$ cat src/rtl/frame_filler.sv
// frame_filler: fills a frame buffer with one solid colour. Each pixel is
// 32 bits {8'h00, color}. The frame is written as 8-pixel DRAM bursts: one
// address push plus two 128-bit write-data beats of 4 pixels each.
//
// Ports:
//   clk, rst            clock, synchronous active-high reset
//   valid, color, frame fill request, RGB colour, frame byte base address
//   ready               high only while idle (request accepted when valid)
//   af_full, wdf_full   DRAM address / write-data FIFO full flags
//   af_wr_en, af_addr_din                 address FIFO push and address
//   wdf_wr_en, wdf_din, wdf_mask_din      data FIFO push, data, byte mask
//   fill_cycles         (only with FRAME_FILLER_PERF_EN) busy-cycle count
//                       of the current or most recent fill
//
// Optional build macro: FRAME_FILLER_PERF_EN adds the fill_cycles counter.
// FRAME_W / FRAME_H default to the 800x600 frame; they only exist so the
// geometry can be shrunk. FRAME_W must be a multiple of 8.
module frame_filler #(
    parameter int FRAME_W = 800,
    parameter int FRAME_H = 600
) (
    input  logic         clk,
    input  logic         rst,
    input  logic         valid,
    input  logic [23:0]  color,
    input  logic [31:0]  frame,
    output logic         ready,
    input  logic         af_full,
    input  logic         wdf_full,
    output logic         af_wr_en,
    output logic [30:0]  af_addr_din,
    output logic         wdf_wr_en,
    output logic [127:0] wdf_din,
    output logic [15:0]  wdf_mask_din
`ifdef FRAME_FILLER_PERF_EN
    ,
    output logic [31:0]  fill_cycles
`endif
);

    localparam logic [9:0] X_LAST = 10'(FRAME_W - 8);
    localparam logic [9:0] Y_LAST = 10'(FRAME_H - 1);

    typedef enum logic [1:0] {
        IDLE  = 2'd0,
        BEAT0 = 2'd1,
        BEAT1 = 2'd2
    } state_t;

    state_t      state, state_nxt;
    logic [9:0]  x, y;
    logic [23:0] color_r;
    logic [5:0]  frame_r;
    logic        accept;
    logic        beat1_done;
    logic        last_burst;

    assign last_burst = (x == X_LAST) && (y == Y_LAST);

    always_comb begin
        state_nxt  = state;
        ready      = 1'b0;
        af_wr_en   = 1'b0;
        wdf_wr_en  = 1'b0;
        accept     = 1'b0;
        beat1_done = 1'b0;
        case (state)
            IDLE: begin
                ready = 1'b1;
                if (valid) begin
                    accept    = 1'b1;
                    state_nxt = BEAT0;
                end
            end
            BEAT0: begin
                // Address and first data beat go out together, so both
                // FIFOs must have room before either is pushed.
                if (!af_full && !wdf_full) begin
                    af_wr_en  = 1'b1;
                    wdf_wr_en = 1'b1;
                    state_nxt = BEAT1;
                end
            end
            BEAT1: begin
                if (!wdf_full) begin
                    wdf_wr_en  = 1'b1;
                    beat1_done = 1'b1;
                    state_nxt  = last_burst ? IDLE : BEAT0;
                end
            end
            default: state_nxt = IDLE;
        endcase
    end

    always_ff @(posedge clk) begin
        if (rst) begin
            state   <= IDLE;
            x       <= '0;
            y       <= '0;
            color_r <= '0;
            frame_r <= '0;
        end else begin
            state <= state_nxt;
            if (accept) begin
                color_r <= color;
                frame_r <= frame[27:22];
                x       <= '0;
                y       <= '0;
            end else if (beat1_done) begin
                if (x == X_LAST) begin
                    x <= '0;
                    y <= y + 10'd1;
                end else begin
                    x <= x + 10'd8;
                end
            end
        end
    end

    // x[2:0] is always zero: one address covers an 8-pixel burst.
    assign af_addr_din  = {6'b0, frame_r, y, x[9:3], 2'b00};
    assign wdf_din      = {4{8'h00, color_r}};
    assign wdf_mask_din = 16'h0000;

`ifdef FRAME_FILLER_PERF_EN
    always_ff @(posedge clk) begin
        if (rst)
            fill_cycles <= '0;
        else if (accept)
            fill_cycles <= '0;
        else if (state != IDLE)
            fill_cycles <= fill_cycles + 32'd1;
    end
`endif

endmodule
$ cat config.mk
export PLATFORM = sky130hd
export DESIGN_NAME = frame_filler
export DESIGN_NICKNAME = d
export VERILOG_FILES = /design/src/rtl/frame_filler.sv
export SDC_FILE = /design/constraint.sdc
export NUM_CORES = 1
export LEC_CHECK = 0
export CAP_MARGIN = 20
export CORE_ASPECT_RATIO = 1.75
export CORE_MARGIN = 2
export CORE_UTILIZATION = 30
export DETAILED_ROUTE_END_ITERATION = 7
export PLACE_DENSITY_LB_ADDON = 0.25
export SLEW_MARGIN = 20
export SYNTH_ARGS = -nofsm -noshare
export SYNTH_HDL_FRONTEND = slang
export SYNTH_SLANG_ARGS = --single-unit
$ cat constraint.sdc
create_clock -name clk -period 1.69 [get_ports clk]
set_clock_uncertainty 0.1 [all_clocks]
set_input_delay 0.169 -clock clk [delete_from_list [all_inputs] [get_ports clk]]
set_output_delay 0.169 -clock clk [all_outputs]
set_load 0.005 [all_outputs]
# --- Yosys cells after proc, flatten, opt, wreduce, memory -nomap -nowiden ---
# Index checks and enable logic that the tools add are counted.
word_totals:
  output_inout_bits: 178
  memories: 0
  romBits: 0
  inputBits: 61
  mem_bits_rw: 0
  elab_cells: 36
  latch_bits: 0
  register_bits: 52
op_classes:
  mux: 14
  n_reduce_logical: 8
  add_sub_neg: 2
  n_mul: 0
  n_eq_ne: 7
  bitwise_logic: 0
  order_cmp: 0
  shift: 0
  div: 0
ops:
  columns: ["op", "count"]
  rows:
  - ["$eq 10x10->1 const B", 2]
  - ["$add 10x1->10 const B", 1]
  - ["$add 10x4->10 const B", 1]
  - ["$mux 10", 1]
  - ["$mux 1", 8]
  - ["$mux 2", 3]
  - ["$ne 2x2->1 const B", 3]
  - ["$pmux 2 s3", 1]
  - ["$reduce_and 3->1", 1]
  - ["$eq 2x1->1 const B", 1]
  - ["$eq 2x2->1 const B", 1]
  - ["$logic_and 1x1->1", 2]
  - ["$logic_not 1->1", 2]
  - ["$logic_not 2->1", 1]
  - ["$pmux 1 s2", 1]
  - ["$reduce_and 2->1", 1]
  - ["$reduce_or 2->1", 1]

# --- Logic depth before layout (Yosys ltp) ---
logic_depth:
  word_depth: 5
  ltp_mapped: 7
  ltp_nobuf: 6

# --- Worst setup path after synthesis ---
# OpenSTA, ideal clock, no wires.
synth_timing:
  path_type: "register -> register"
  from: "register state[0]"
  to: "register y[7]"
  n_path_buf: 0
  arrival_ns: 1.571
  setup_slack_ns: -0.052
  path_stages_with_launch: 7
  setup_time_ns: 0.071
  cell_sequence: "dfxtp_1 > inv_1 > ha_1 > and2b_2 > nand3_2 > or4_1 > a21oi_1"
synth_via:
  elab_chain_len: 3
  elab_cells_between_ends: 6
  cone_classes: "1 x eq/ne; 2 x mux; 3 x reduce/logical"
synth_rtl:
  columns: ["item", "line", "text"]
  rows:
  - ["from (decl)", "50", "state_t state, state_nxt;"]
  - ["from (signal assigned)", "103", "state <= state_nxt;"]
  - ["$eq 2x2->1 or $logic_not 2->1 (tied branches)", "67", "case (state)"]
  - ["$mux 1", "67", null]
  - ["$reduce_and 2->1 (no line) or $reduce_or 2->1 (tied branches)", null, null]
  - ["to (signal assigned)", "112", "y <= y + 10'd1;"]
  - ["to (decl)", "51", "logic [9:0] x, y;"]
# Several ways; a longest one is shown, not always the timed one.
# A chain may end at the register's enable or synchronous reset.

# --- Final worst setup path ---
layout_timing:
  from: "register state[0]"
  to: "register y[8]"
# Same word-level chain as after synthesis.

==> results by group <==
Critical path
  • R2R cell count: 7
  • Kind of critical path: flop to flop
  • CP startpoint: state[0]$_SDFFE_PP0P_
  • Nature of the critical path endpoint: flop
  • R2r startpoint: state[0]$_SDFFE_PP0P_
  • Startpoint types: flop
  • Worst-path cell chain: inv_2 > ha_4 > and2b_2 > buf_6 > nand4_1 > or3_4 > a21oi_2
  • Crit-path leading delay family: simple AND/OR/NAND/NOR gates
  • CP Max Fanout: 5
  • Critical Path Stages: 7
  • Worst path required time: roughly 1800 ps
  • Critical path's slowest cell: or3_4
  • CP Buf/Inv Count: 2
  • Crit-path max cell delay: roughly 420 ps
  • Worst Path Arrival: 1810 ps

Logic synthesis
  • Yosys reg bits: between 40 and 50
  • Post-synth EDFFs: 0
  • Cell variety after synth: 36
  • Synth Cell Area: 0.003033 mm2
  • Sequential share of the synthesized area: around a third
  • Synth warn: 0
  • Syn_area_per_cell: ~7.9 um2
  • Post-Synthesis Cells: between 300 and 400
  • Asr flop ratio synth: 0%
  • Main synth FF type: dfxtp_1

Finish
  • Commonest cells after routing, fill and taps aside: clkdlybuf4s50_1 (153), nand2_1 (72), conb_1 (56)
  • Final net count: 560
  • Syn-to-layout area delta: 45.13%
  • Final Core Density: 44.69%
  • Layout cells sized above 1: 12.17%
  • # diodes: 0
  • Commonest non-fill, non-tap cell in the layout: clkdlybuf4s50_1

CTS
  • Total CTS buffers: 5
  • Worst-skew pair later-pin latency: 290 ps
  • CTS hold repair buffers: 0
  • Worst-path clk slew: roughly 70 ps
  • Sink Count: 49
  • CTS tree: done
  • Clock Path Buffers: 2
  • H-tree Lvls: 2
  • Clock Root Buffer: clkbuf_16

Timing
  • Max frequency: 592.8 MHz
  • Fin crit period: around 1700 ps
  • Hold WS: 323.9 ps
  • Final hold violation count: 0
  • Fin crit share: between 90 and 100%
  • Unrepaired setup endpoints after global routing: true
  • # setup viols final: 0
  • Slew Limit Fails: 0

Drt
  • Drt total wl: 7.440 mm
  • Post-route ant nets: 0
  • Vias: 2579
  • DRT iter0 DRCs: 52
  • Routed vias/inst: 4.173
  • DR WL/cell: 12.04 um
  • TritonRoute pass-1 iters: 4
  • Drc violations: 0

Pwr
  • Max IR drop VDD: 0.4274 mV
  • Static Leak: between 1.5 and 2 nW
  • Pwr dens: 942.1 mW/mm2
  • Total Power: 0.004147 W

Floorplan
  • Die X: 80.01 um
  • Initial Utilization: 30.79%
  • Die area: 0.01096 mm2
  • Boundary Pins: 239
  • Die height: 137.0 um
  • Count of standard-cell rows: 48
  • Core ar.: slightly below 0.01 mm2

GRT
  • First-pass GRT wire length: approximately 11 mm
  • Largest net degree at the start of global routing: 31
  • GRT Total Usage: 13.15%
  • Vias in the first global route: 2293
  • Overflow left after global routing: 0
  • Antenna violations before repair: 0

Placement
  • Placer congestion estimate: just under 0.8
  • Port Buffer Count: about 160
  • Placed wire-length estimate: about 6 mm

Hold path
  • Hold Path Class: input port to flop
  • Hold path cells: 3
  • Hold path startpoint: color[0]

Outcome
  • Outcome: complete, no violations

Run
  • Max_cap viols: 0
==> layout make-up <==
class	instances	area [um2]
Clock buffer	5	125.1
Clock inverter	3	17.52
Fill cell	1009	5448
Inverter	4	15.01
Multi-Input combinational cell	245	1295
Sequential cell	49	985.9
Tap cell	125	156.4
Timing Repair Buffer	187	1807
==> power breakdown <==
group          total (W)  internal (W)  switching (W)  leakage (nW)
sequential       0.00146       0.00130       0.000157         0.401
combinational    0.00171       0.00104       0.000667          1.23
clock           0.000974      0.000543       0.000431        0.0696
total            0.00415       0.00289        0.00125          1.70
==> cell families (layout without fill, tap and decap cells) <==
logic type	count (synthesis)	in the layout	share of synthesized area (%)
AO/OA/AOI/OAI	50	50	8.787
XOR/XNOR	9	9	2.599
adder cells (fa/ha/maj)	7	7	2.888
buffers and inverters	144	199	33.66
flip-flops	49	49	32.34
multiplexers	2	2	0.6601
other	1	56	0.1236
AND/OR/NAND/NOR	121	121	18.94
==> metrics by stage <==
stage	TNS (ps)	cell area, um2	cells	worst slack (ps)
detailed placement	-1037	4193	608	-133.8
finish	0	4402	618	3.133
global placement	-888.6	4193	608	-127.3
floorplan	0	3251	438	4.525
global route	-408.2	4402	618	-108.2
CTS	-16.48	4370	618	-16.48
==> synth_stat cells, drive strengths merged, types with 2 or more instances <==
library cell | count | area [um2]
a21oi | 40 | 200.2
and2 | 2 | 12.51
buf | 128 | 960.9
clkbuf | 12 | 45.04
dfxtp | 49 | 980.9
ha | 7 | 87.58
inv | 4 | 15.01
mux2i | 2 | 20.02
nand2 | 74 | 277.8
nand2b | 2 | 12.51
nand3 | 6 | 35.03
nor2 | 16 | 62.56
nor3 | 4 | 30.03
nor3b | 3 | 22.52
o21ai | 4 | 20.02
o31ai | 2 | 15.01
or3 | 4 | 25.02
or4 | 2 | 15.01
xnor2 | 7 | 61.31
xor2 | 2 | 17.52
==> path summary, 6_finish.rpt <==
path	endpoint	slack, ps
worst max-delay path	y[8]$_SDFFE_PP0P_	3
worst max register to register	y[8]$_SDFFE_PP0P_	3
worst min register to register	frame_r[0]$_SDFFE_PP0P_	350
worst min-delay path	color_r[0]$_SDFFE_PP0P_	320
==> repair_timing <==
item                       in CTS  in global routing
buffers inserted                2                  1
setup endpoints to repair       3                 11
pin swaps                       7                  8
gates resized for setup        11                 11
hold endpoints to repair        0                  0
cloned                          0                  0
==> worst min-delay path: cells and delay by family <==
kind,cells,cell delay [ps]
AND/OR/NAND/NOR,1,50
AO/OA/AOI/OAI,1,50
buffers and inverters,1,390
==> flip-flops by register name, indices dropped and copies added, names as in the netlist <==
register / flops
color_r: 24
y: 10
x: 7
frame_r: 6
state: 2
==> layer usage <==
layer | vias up | track usage, % | part of all wire [%]
met4 | 0 | 5.273 | 2.1
met1 | 1158 | 14.03 | 36
met5 | - | 0 | 0
li1 | 1274 | - | -
met2 | 138 | 24.77 | 54
met3 | 9 | 2.441 | 8.0
(Power assumes the default switching activity.)
==> edit 1 (config.mk and constraints unchanged) <==
Encoding of `state_t`: now one-hot (3 bits for 3 states).
--- a/src/rtl/frame_filler.sv
+++ b/src/rtl/frame_filler.sv
@@ -42,8 +42,8 @@
     localparam logic [9:0] Y_LAST = 10'(FRAME_H - 1);
 
-    typedef enum logic [1:0] {
-        IDLE  = 2'd0,
-        BEAT0 = 2'd1,
-        BEAT1 = 2'd2
+    typedef enum logic [2:0] {
+        IDLE  = 3'b001,
+        BEAT0 = 3'b010,
+        BEAT1 = 3'b100
     } state_t;
 
Check against the original RTL: same outputs for any inputs over 10 cycles, from zero or initial values and one cycle with rst high; not proved beyond that.
==> edit 1 against the unedited design <==
  * The flow now finishes with violations (negative setup slack)
  * Sequential cell count rose by 1
  * Count of clock-buffer cells in the layout increased by 1
  * Wire length is 0.52% higher
  * Largest cell class unchanged
  * Maximum frequency down 3.7%
  * Core utilization is 0.55 points lower
  * Area after synthesis about the same
  * Worst setup slack worse by 66 ps
  * Worst hold slack improved by 2.7 ps
  * Design area fell by 1.2%
  * Cell count is 1.8% lower
  * Critical endpoint is now y[4]$_SDFFE_PP0P_
Power is not compared: it rests on default switching activity, and its combinational part moved more than twofold at a synthesized area within 25%.
==> edit 1: results (changes against the unedited design) <==
largest net degree at the start of global routing 31 (unchanged); hpwl dp 5750 µm (was 5950 µm); Worst-path clk slew 70 ps (about the same); met3 Use GR 0.0224 (was 0.0244); Initial DRT Pass Iterations 4 (unchanged); status finished with violations (was finished, final reports clean); layout cells sized above 1 0.102 (was 0.122); deepest clock path buffer count 2 (unchanged); Seq/Total Area, Yosys 0.330 (was 0.323); setup TNS -123 ps (was 0 ps); CP max stage cell or3_1 (was or3_4); Max IR drop VDD 0.441 mV; grt met1 use 0.135 (was 0.140); worst min path class in -> reg (unchanged); Worst Path Max Fanout 6 (was 5); Port Buffers 156 (unchanged); # diodes 0 (unchanged); All-Layer GR Usage 0.129 (was 0.132); Detailed Route WL 7480 µm (was 7440 µm); Top Registers color_r: 24 flops, y: 10 flops, x: 7 flops (unchanged); CTS root buffer clkbuf_16 (unchanged); final number of setup-violating endpoints 3 (was 0); clock latency on the worst-skew pair 290 ps (about the same); slowest stage delay, CP 440 ps (was 420 ps); Cell variety after synth 34 (was 36); arrival time worst endpoint 1880 ps (was 1810 ps); CTS Buf Count 5 (unchanged); Nets 545 (was 560); vias per cell 4.19 (was 4.17); switching fraction of total power 0.242; Commonest cells post-synth buf_4, nand2_1, dfxtp_1 (unchanged); leakage 1.68 nW; Yosys warning count 0 (unchanged); Post-synth top flop dfxtp_1 (unchanged); Fill cells 983 (was 1009); area post-placement 4090 µm² (was 4190 µm²); largest cells by area after synthesis dfxtp_1, buf_4, nand2_1 (unchanged); H-tree depth 2 (unchanged); final worst slack -62.6 ps (was 3.13 ps); number of global-route vias before repair 2293 (unchanged); cell family with most CP delay simple AND/OR/NAND/NOR gates (unchanged); met2 usage 0.243 (was 0.248); Iter 0 DRT Violations 61 (was 52); first-pass GRT wire length 11200 µm (was 11400 µm); failing checks negative setup slack; fraction of registers with async set/reset 0 (unchanged); initial antenna violation count 0 (unchanged); gpl congestion 0.752 (was 0.793)
## edit 1: metrics by stage
stage | hold slack (ps) | utilization | instances | setup WS (ps)
3_5_place_dp | 346 | 0.416 | 594 | -430
5_1_grt | 325 | 0.441 | 607 | -169
6_report | 327 | 0.441 | 607 | -62.6
3_3_place_gp | 343 | 0.416 | 594 | -390
4_1_cts | 306 | 0.439 | 605 | -58.6
2_1_floorplan | 205 | - | 436 | 52.9
## edit 1: path summary, 6_finish.rpt
| path | from | to | slack [ps] | cells past startpoint |
|---|---|---|---|---|
| worst max-delay path | state[0]$_SDFFE_PP1P_ | y[4]$_SDFFE_PP0P_ | -60 | 6 |
| worst min-delay path | wdf_full | state[2]$_SDFFE_PP0P_ | 330 | 3 |
| worst max register to register | state[0]$_SDFFE_PP1P_ | y[4]$_SDFFE_PP0P_ | -60 | 6 |
| worst min register to register | frame_r[1]$_SDFFE_PP0P_ | frame_r[1]$_SDFFE_PP0P_ | 350 | 2 |
## edit 1: layer usage
| layer | up-vias | share of wire | routed length (µm) |
|---|---|---|---|
| met3 | 10 | 0.066 | 497 |
| li1 | 1253 | - | - |
| met1 | 1162 | 0.36 | 2700 |
| met5 | - | 0 | 0 |
| met4 | 0 | 0.026 | 191 |
| met2 | 120 | 0.55 | 4090 |
## edit 1: logic make-up (layout without fill, tap and decap cells)
logic type                 count (synthesis)  in the layout  share of synthesized area
other                                      1             56                    0.00124
DFF                                       50             50                      0.330
muxes                                      2              2                    0.00660
AOI/OAI and AO/OA                         48             48                     0.0833
buffers and inverters                    145            191                      0.340
xor gates and xnor gates                   9              9                     0.0260
and+or+nand+nor                          124            124                      0.205
adders and majority gates                  2              2                    0.00824
## edit 1: area by class of cell
type	count	area (µm²)	area share
sequential	50	1010	0.232
multi-input combinational	241	1240	0.286
timing repair buffer	181	1760	0.405
inverter	3	11.3	0.00259
tap	125	156	0.0360
clock inverter	1	30.0	0.00691
clock buffer	6	139	0.0319
## edit 1: worst reg2reg max path: stages, from the launching register on
cell     delay (ps)
dfxtp_2         350
nor4b_4         270
buf_4           150
buf_6           100
nand4_1         170
or3_1           440
a21oi_2         110
## edit 1: power by group through the flow
stage	combinational [mW]	sequential, mW	clock [mW]
after floorplan	0.486	1.32	0
after global placement	0.727	1.33	0
after detailed placement	0.734	1.34	0
after CTS	0.745	1.31	1.21
after global routing	0.805	1.32	1.25
final	0.739	1.31	1.16
## edit 1: repair_timing
action	in CTS	in global routing
hold endpoints to repair	0	0
buffers inserted	4	2
pin swaps	5	5
gates resized for setup	14	5
setup endpoints to repair	6	15
==> edit 2 (config.mk and constraints unchanged) <==
Made on the original files. Build with the macro `FRAME_FILLER_PERF_EN` defined.
--- a/src/rtl/frame_filler.sv
+++ b/src/rtl/frame_filler.sv
@@ -16,4 +16,6 @@
 // FRAME_W / FRAME_H default to the 800x600 frame; they only exist so the
 // geometry can be shrunk. FRAME_W must be a multiple of 8.
+`define FRAME_FILLER_PERF_EN
+
 module frame_filler #(
     parameter int FRAME_W = 800,
Formal check against the unedited RTL (old outputs only; new: fill_cycles): equivalent (Yosys induction, for registers that start in step).
==> edit 2 against the unedited design <==
  * Wire length up 84%
  * Design area up 65%
  * Clock power up 120%
  * Worst hold slack worse by 47 ps
  * Area after synthesis up 50%
  * Via count up 70%
  * Critical path depth down 1
  * Global-route usage up 3.1 points
  * Total power up 54%
  * Sequential cell count up 32
  * Cell count up 54%
  * Critical endpoint is now fill_cycles[28]$_SDFFE_PP0N_
  * The run now ends with negative setup slack left
  * Worst setup slack worse by 240 ps
  * Largest cell class unchanged
==> edit 2: results (changes against the unedited design) <==
status finished with violations (was finished, final reports clean); failing checks negative setup slack; routed wl met3 678 µm (was 598 µm); All-Layer GR Usage 0.162 (was 0.132); Non-Clock Buffer Count 286 (was 187); Iter 0 DRT Violations 102 (was 52); die area 16200 µm² (was 11000 µm²); Final non-clock buffer share 0.364 (was 0.410); setup TNS -2050 ps (was 0 ps); Max IR drop VDD 0.542 mV (was 0.427 mV); multi-input combinational area share 0.330 (was 0.294); wire length per cell 14.4 µm (was 12.0 µm); Port Buffers 188 (was 156); multi-input gate count 380 (was 245); cell count after placement 931 (was 608); CTS Buf Count 9 (was 5); mux cell area share after synthesis 0.00662 (was 0.00660); DP Worst Slack -244 ps (was -134 ps); number of global-route vias before repair 4338 (was 2293); clk cell area share 0.0449 (was 0.0324); metal2 WL 7650 µm (was 4010 µm); Top Registers fill_cycles: 32 flops, color_r: 24 flops, y: 10 flops (was color_r: 24 flops, y: 10 flops, x: 7 flops); switching fraction of total power 0.291 (was 0.303); largest cells by area after synthesis dfxtp_1, buf_4, nand2_1 (unchanged); Sequential cell area 1650 µm² (was 986 µm²); final number of setup-violating endpoints 22 (was 0); Seq/total area 0.226 (was 0.224); H-tree depth 3 (was 2); WL met1 4890 µm (was 2680 µm); Nets 833 (was 560); slowest stage delay, CP 460 ps (was 420 ps); leakage 2.76 nW (was 1.70 nW); met2 usage 0.314 (was 0.248); non-filler cells, final 952 (was 618); final worst slack -233 ps (was 3.13 ps)
[edit 2: cell count changes in the layout (fill, tap and decap cells not counted), sizes merged, moves of 5 or more]
cell           unedited run  this run
a21oi                    40        57
buf                      31        98
clkbuf                    6        11
clkdlybuf4s50           153       184
dfxtp                    49        81
nand2                    74        87
nand3                     6        19
nand4                     1        11
nor2                     16        32
o21ai                     4         9
o31ai                     2        14
or4                       2        16
xor2                      2        12
[edit 2: path summary, 6_finish.rpt]
check	from	slack, ps	to	depth (start not counted)
max reg2reg	state[0]$_SDFFE_PP0P_	-230	fill_cycles[28]$_SDFFE_PP0N_	6
min reg2reg	frame_r[5]$_SDFFE_PP0P_	360	frame_r[5]$_SDFFE_PP0P_	2
min	color[16]	280	color_r[16]$_SDFFE_PP0P_	3
max	state[0]$_SDFFE_PP0P_	-230	fill_cycles[28]$_SDFFE_PP0N_	6
[edit 2: timing repair]
action                                  CTS  global route
gates resized for setup                  35            48
endpoints found under the setup margin   28            61
pin swaps                                14            18
setup buffers                             5             1
hold buffers                              0             0
